[config.mk]
export PLATFORM = sky130hd
export DESIGN_NAME = freg_wb_arbiter
export DESIGN_NICKNAME = d
export VERILOG_FILES = /design/src/rtl/freg_wb_arbiter.sv
export SDC_FILE = /design/constraint.sdc
export NUM_CORES = 1
export LEC_CHECK = 0
export BUFFER_PORTS_ARGS = -buffer_cell sky130_fd_sc_hd__buf_2
export CORE_ASPECT_RATIO = 2
export CORE_MARGIN = 3
export CORE_UTILIZATION = 35
export DETAILED_ROUTE_END_ITERATION = 12
export GPL_ROUTABILITY_DRIVEN = 0
export PLACE_DENSITY = 0.75
export REMOVE_ABC_BUFFERS = 1
export SETUP_SLACK_MARGIN = 0.15
export SKIP_LAST_GASP = 1
export SYNTH_ARGS = -nofsm -noshare
export SYNTH_HDL_FRONTEND = slang
export SYNTH_SLANG_ARGS = --single-unit
[constraint.sdc]
create_clock -name clk -period 1.43 [get_ports clk]
set_input_delay 0.0715 -clock clk [delete_from_list [all_inputs] [get_ports clk]]
set_output_delay 0.0715 -clock clk [all_outputs]
set_load 0.05 [all_outputs]
[src/rtl/freg_wb_arbiter.sv]
// -----------------------------------------------------------------------------
// freg_wb_arbiter
//
// Write-back arbiter and busy scoreboard for the single-write-port FP register
// file. Two producers share the write port: the FPU result (src0) and the FLW
// load unit (src1). A granted request is registered and drives we/wa/wd one
// cycle later. A per-register busy vector gives issue logic RAW/WAW flags.
//
// Optional feature macro: FREG_WB_RR_EN
//   defined   : round-robin arbitration on conflict (1-bit priority pointer)
//   undefined : fixed priority, src0 always wins, no pointer register
//
// Ports
//   clk, rst_n            clock (rising edge), asynchronous active-low reset
//   s0_valid/ready/addr/data   FPU write-back request channel
//   s1_valid/ready/addr/data   load-unit write-back request channel
//   iss_set, iss_addr     issue marks iss_addr busy at the edge
//   ra0, ra1, ra2         source registers of the instruction in issue
//   hz_src[2:0]           bit i set when ra_i is busy (RAW)
//   hz_dst                iss_addr is busy (WAW); issue must stall on it
//   busy                  scoreboard vector, one bit per register
//   we, wa, wd            registered register-file write port
//
// Handshake: a request is transferred in any cycle where valid && ready are
// both high at the rising edge. ready is combinational, never asserts without
// valid, and at most one source is ready per cycle. A source that sees
// valid && !ready must hold valid, addr and data stable until accepted.
// -----------------------------------------------------------------------------
module freg_wb_arbiter #(
    parameter int SCALE = 5,
    parameter int WIDTH = 32
) (
    input  logic                    clk,
    input  logic                    rst_n,
    input  logic                    s0_valid,
    output logic                    s0_ready,
    input  logic [SCALE-1:0]        s0_addr,
    input  logic [WIDTH-1:0]        s0_data,
    input  logic                    s1_valid,
    output logic                    s1_ready,
    input  logic [SCALE-1:0]        s1_addr,
    input  logic [WIDTH-1:0]        s1_data,
    input  logic                    iss_set,
    input  logic [SCALE-1:0]        iss_addr,
    input  logic [SCALE-1:0]        ra0,
    input  logic [SCALE-1:0]        ra1,
    input  logic [SCALE-1:0]        ra2,
    output logic [2:0]              hz_src,
    output logic                    hz_dst,
    output logic [(1<<SCALE)-1:0]   busy,
    output logic                    we,
    output logic [SCALE-1:0]        wa,
    output logic [WIDTH-1:0]        wd
);

    localparam int NREG = 1 << SCALE;

    logic             grant0;
    logic             grant1;
    logic             grant;
    logic [SCALE-1:0] g_addr;
    logic [WIDTH-1:0] g_data;

    logic             we_q;
    logic [SCALE-1:0] wa_q;
    logic [WIDTH-1:0] wd_q;
    logic [NREG-1:0]  busy_q;
    logic [NREG-1:0]  busy_d;

    // -------------------------------------------------------------------------
    // Arbitration
    // -------------------------------------------------------------------------
`ifdef FREG_WB_RR_EN
    // ptr_q = 0: src0 preferred on conflict, 1: src1 preferred.
    logic ptr_q;
    logic ptr_d;

    always_comb begin
        grant0 = s0_valid & (~s1_valid | ~ptr_q);
        grant1 = s1_valid & (~s0_valid |  ptr_q);
        ptr_d  = ptr_q;
        // Only a contested grant moves the pointer, so a lone requester
        // never steals the other's next turn.
        if (s0_valid & s1_valid) begin
            ptr_d = ~ptr_q;
        end
    end

    always_ff @(posedge clk or negedge rst_n) begin
        if (!rst_n) begin
            ptr_q <= 1'b0;
        end else begin
            ptr_q <= ptr_d;
        end
    end
`else
    always_comb begin
        grant0 = s0_valid;
        grant1 = s1_valid & ~s0_valid;
    end
`endif

    always_comb begin
        grant  = grant0 | grant1;
        g_addr = grant1 ? s1_addr : s0_addr;
        g_data = grant1 ? s1_data : s0_data;
    end

    assign s0_ready = grant0;
    assign s1_ready = grant1;

    // -------------------------------------------------------------------------
    // Write stage: one cycle of latency; wa/wd hold when nothing is granted.
    // -------------------------------------------------------------------------
    always_ff @(posedge clk or negedge rst_n) begin
        if (!rst_n) begin
            we_q <= 1'b0;
            wa_q <= '0;
            wd_q <= '0;
        end else begin
            we_q <= grant;
            if (grant) begin
                wa_q <= g_addr;
                wd_q <= g_data;
            end
        end
    end

    assign we = we_q;
    assign wa = wa_q;
    assign wd = wd_q;

    // -------------------------------------------------------------------------
    // Scoreboard
    // -------------------------------------------------------------------------
    always_comb begin
        busy_d = busy_q;
        if (we_q) begin
            busy_d[wa_q] = 1'b0;
        end
        // Applied after the clear: a new producer issued to the register that
        // is committing right now keeps it busy.
        if (iss_set) begin
            busy_d[iss_addr] = 1'b1;
        end
    end

    always_ff @(posedge clk or negedge rst_n) begin
        if (!rst_n) begin
            busy_q <= '0;
        end else begin
            busy_q <= busy_d;
        end
    end

    assign busy = busy_q;

    // A register committing this cycle is not hazardous: the register file
    // forwards wd during its own write cycle.
    always_comb begin
        hz_src[0] = busy_q[ra0]      & ~(we_q & (wa_q == ra0));
        hz_src[1] = busy_q[ra1]      & ~(we_q & (wa_q == ra1));
        hz_src[2] = busy_q[ra2]      & ~(we_q & (wa_q == ra2));
        hz_dst    = busy_q[iss_addr] & ~(we_q & (wa_q == iss_addr));
    end

endmodule

Word-level counts from Yosys, hierarchy flattened
Index checks and enable logic that the tools add are counted.
- flip-flop bits (word level): 70
- latch bits: 0
- RAM bits: 0
- bits in read-only memories: 0
- input bits: 99
- output and inout port bits: 76
- memories: 0
- $add $sub $neg: 0
- $mul: 0
- div/mod/pow operators: 0
- magnitude comparators: 7
- equality and inequality tests: 4
- shifts and indexed selects: 0
- mux-type cells: 16
- bitwise gates (word level): 18
- reductions and logical operators: 2
- operators with widths (kind ; count):
    two-way mux 32 bit ; 3
    AND 32 bit ; 1
    inverter 32 bit ; 1
    bitwise OR 32 bit ; 1
    < comparator 5 x 6 -> 1 bit (second input constant) ; 5
    binary-select mux 1 bit (select 5 bit) ; 4
    equality test 5 bit ; 4
    demux 1 bit (select 5 bit) ; 2
    greater-or-equal comparator 5 x 1 -> 1 bit (second input constant) ; 2
    AND 1 bit ; 9
    two-way mux 1 bit ; 6
    two-way mux 5 bit ; 1
    inverter 1 bit ; 5
    logical AND 1 bit ; 2
    bitwise OR 1 bit ; 1

Longest topological paths before layout
- depth in word-level cells: 9
- gate-level depth with buffers: 5
- depth with buffers taken out: 4

Worst setup path before layout
No wires, ideal clock.
- path kind: reg-to-output
- start point: register busy_q[5], in the netlist busy[5]
- end point: output port hz_dst
- arrival: 1.809 ns
- data required time: 1.359 ns
- path slack: -0.450 ns
- stages on the path, launching flop included: 5
- cells stage by stage: dfrtp_1 -> mux4_1 -> a32oi_1 -> o221ai_1 -> o21a_1
- longest elaborated chain between the ends: 3
- ends and longest elaborated chain (what ; line ; source):
    start, declared ; 67 ; logic [NREG-1:0] busy_q;
    start signal, assigned ; 152 ; busy_q <= busy_d;
    binary-select mux 1 bit (select 5 bit) ; 164 ; hz_dst = busy_q[iss_addr] & ~(we_q & (wa_q == iss_addr));
    two-way mux 1 bit (not written as such) ; 164 ;
    AND 1 bit ; 164 ;
    end, declared ; 49 ; output logic hz_dst,
Every way passes these cells. The select of a mux whose other input is x is not followed.

Worst setup path in the final report
- start point: register busy_q[20], in the netlist busy[20]
- end point: output port hz_src[2]
- longest elaborated chain between the ends: 3
- ends and longest elaborated chain (what ; line ; source):
    binary-select mux 1 bit (select 5 bit) ; 163 ; hz_src[2] = busy_q[ra2] & ~(we_q & (wa_q == ra2));
    two-way mux 1 bit (not written as such) ; 163 ;
    AND 1 bit ; 163 ;
    end, declared ; 48 ; output logic [2:0] hz_src,
Every way passes these cells. The select of a mux whose other input is x is not followed.

==> impl_metrics.json <==
{
  "drive_above_1_share_pct": 47.8,
  "clockBufferDepth": 2,
  "leakage_uw": 0.00328,
  "setup_ws_ns": -0.608,
  "syn_to_final_growth_pct": 57.9,
  "yosysWarnings": 0,
  "clock-skew-final_ns": 0.00399,
  "placed_area_mm2": 0.00600,
  "synth_area_mm2": 0.00445,
  "hold_viol": 0,
  "power_density_mw_per_mm2": 1520,
  "grt_pass1_vias": 5072,
  "die_h_um": 165,
  "slew_headroom_pct": 69.6,
  "drv_cap": 0,
  "htree_levels": 3,
  "irDropWorstVdd_v": 0.00117,
  "outcome": "finished with violations",
  "core_region_area_mm2": 0.0123,
  "antenna_left": 0,
  "antenna_cells": 0,
  "slowest_delay_ns": 0.47,
  "dr.pass1.iters": 5,
  "syn_inst": 430,
  "nets": 811,
  "nFillCells": 1023,
  "setup_viol": 27,
  "layout_commonest_cell": "buf_2",
  "initial_core_util_pct": 36.3,
  "cp_cell_sequence": "mux4_2 > mux2i_1 > o21ai_1 > o2111a_1 > buf_6",
  "die-area_mm2": 0.0142,
  "wire_per_inst_um": 19.2,
  "routed-via-count": 4796,
  "worst-path-max-fanout": 5,
  "antenna_found_initial": 0,
  "clock-root-buffer": "clkbuf_16",
  "violations": "setup timing",
  "final_cell_mix": "buf_2, buf_4, dfrtp_1",
  "vias_per_cell": 5.55,
  "ys_seq_area_share_pct": 39.4,
  "grt_pass1_wl_um": 25000,
  "cts-buffers-inserted": 9,
  "rsz0062_at_grt": "yes",
  "critical_path.top_delay_family": "multiplexers",
  "slew_violations": 0,
  "worst-setup-path-type": "register to output port",
  "synth_top_area_cell": "dfrtp_1",
  "rows": 57,
  "fin_area_mm2": 0.00703,
  "cts_sinks": 70,
  "worst_path_max_delay_cell": "mux4_2",
  "clk_latency_ns": 0.33,
  "routed_wl_um": 16600,
  "grtUsageTotal_pct": 23.0,
  "place_inst": 798,
  "period_share_pct": 143,
  "yosys.cell_types.count": 32,
  "critical_path_required_ns": 1.36,
  "cp_num_buf_inv": 1,
  "synthTopCellsByArea": "dfrtp_1, mux2i_1, o21ai_0, mux4_2, nand2_1",
  "path_clk_slew_ns": 0.06,
  "synth_top_cell_area_share_pct": 39.4,
  "grt_overflow": 0,
  "tightest_slew_ns": 0.454,
  "drc": 0,
  "cp-start-kind": "register",
  "cts_tree": "yes",
  "ioPinCount": 175,
  "hold_ws_ns": 0.0144,
  "dp_hpwl_um": 12300,
  "fmax_ghz": 0.491,
  "synth_area_per_cell_um2": 10.3,
  "cp_data_arrival_time_ns": 1.97,
  "ys_ff_latch": 70,
  "grt_max_degree": 71,
  "critPathCaptureType": "output port",
  "fin_cells": 864,
  "fin_crit_ns": 2.04,
  "io_buffers": 174,
  "drt_iter0_drc": 326,
  "min_path_type": "input port to register",
  "die_w_um": 85.7,
  "reg2reg_slack_ns": -0.25
}
-- state kept, by name (all words and copies together) (netlist names) --
name and flops:
busy 32, wd 32, wa 5, we 1
-- cell type report --
| class | instances | area (um^2) | area share, % |
|---|---|---|---|
| Tap cell | 147 | 184 | 2.62 |
| Sequential cell | 70 | 1760 | 25.0 |
| Multi-Input combinational cell | 320 | 2610 | 37.1 |
| Timing Repair Buffer | 307 | 2150 | 30.6 |
| Inverter | 4 | 15.0 | 0.214 |
| Clock buffer | 11 | 253 | 3.60 |
| Clock inverter | 5 | 57.6 | 0.819 |
-- logic make-up after synthesis --
kind of cell / Yosys count / share of synthesized area [%]
AO/OA/AOI/OAI: 121 / 14.7
AND/OR/NAND/NOR: 95 / 10.8
multiplexers: 84 / 26.8
flip-flops: 70 / 39.4
buffers and inverters: 40 / 4.36
XOR/XNOR: 20 / 3.94
-- repair_timing --
item	in CTS	in global routing
pin swaps	9	11
endpoints found under the setup margin	41	46
gates resized for setup	80	55
hold buffers	38	0
buffers inserted	7	5
hold endpoints to repair	107	0
-- where the power goes --
group          total [uW]  switching, uW  internal [uW]
Sequential           2860            445           2420
Combinational        5530           3300           2230
Clock                2290            852           1440
-- synthesized netlist by cell type --
cell and n:
or2_2 1, dfrtp_1 70, nor3_1 1, a32oi_1 1, nor4_1 4, buf_4 2
buf_2 11, xor2_1 16, or3_1 2, buf_6 3, nand3_1 8, inv_1 4
o221ai_1 2, mux2_2 3, nor3b_1 1, nor2_1 9, or3b_2 5, o21ai_0 107
nor2b_1 4, mux4_2 20, nand3b_1 13, mux2i_1 55, o21a_1 1, o2111a_1 3
a211oi_1 6, xnor2_1 4, a22oi_1 1, buf_1 4, mux4_1 6, nand2_1 46
clkbuf_1 16, and3b_2 1
-- stage by stage --
| stage | util (%) | setup WS [ns] | total power, uW | setup TNS, ns |
|---|---|---|---|---|
| CTS | 56.0 | -0.605 | 10500 | -2.43 |
| global route | 57.3 | -0.655 | 11100 | -5.90 |
| global placement | 48.9 | -0.349 | 7750 | -2.53 |
| finish | 57.3 | -0.608 | 10700 | -4.76 |
| floorplan | - | -0.450 | 5740 | -5.17 |
| detailed placement | 48.9 | -0.361 | 7900 | -3.14 |
-- path summary, 6_finish.rpt --
path,cells after the start,startpoint,end
setup / recovery,5,busy[20]$_DFF_PN0_,hz_src[2]
hold / removal,3,s1_addr[4],wa[4]$_DFFE_PN0P_
setup reg to reg,5,wa[1]$_DFFE_PN0P_,busy[28]$_DFF_PN0_
hold reg to reg,2,wd[3]$_DFFE_PN0P_,wd[3]$_DFFE_PN0P_
max in group asynchronous,3,rst_n,wa[4]$_DFFE_PN0P_
min in group asynchronous,3,rst_n,wd[6]$_DFFE_PN0P_
-- layer usage --
layer,GRT usage (%),share of wire (%)
met1,22.2,33
met2,43.7,55
met3,5.41,6.5
met4,12.9,5.6
met5,0,0
-- worst min-delay path, stage by stage --
cell	delay, ns
buf_2	0.07
mux2i_1	0.05
o21ai_1	0.11
(Power assumes the default switching activity.)
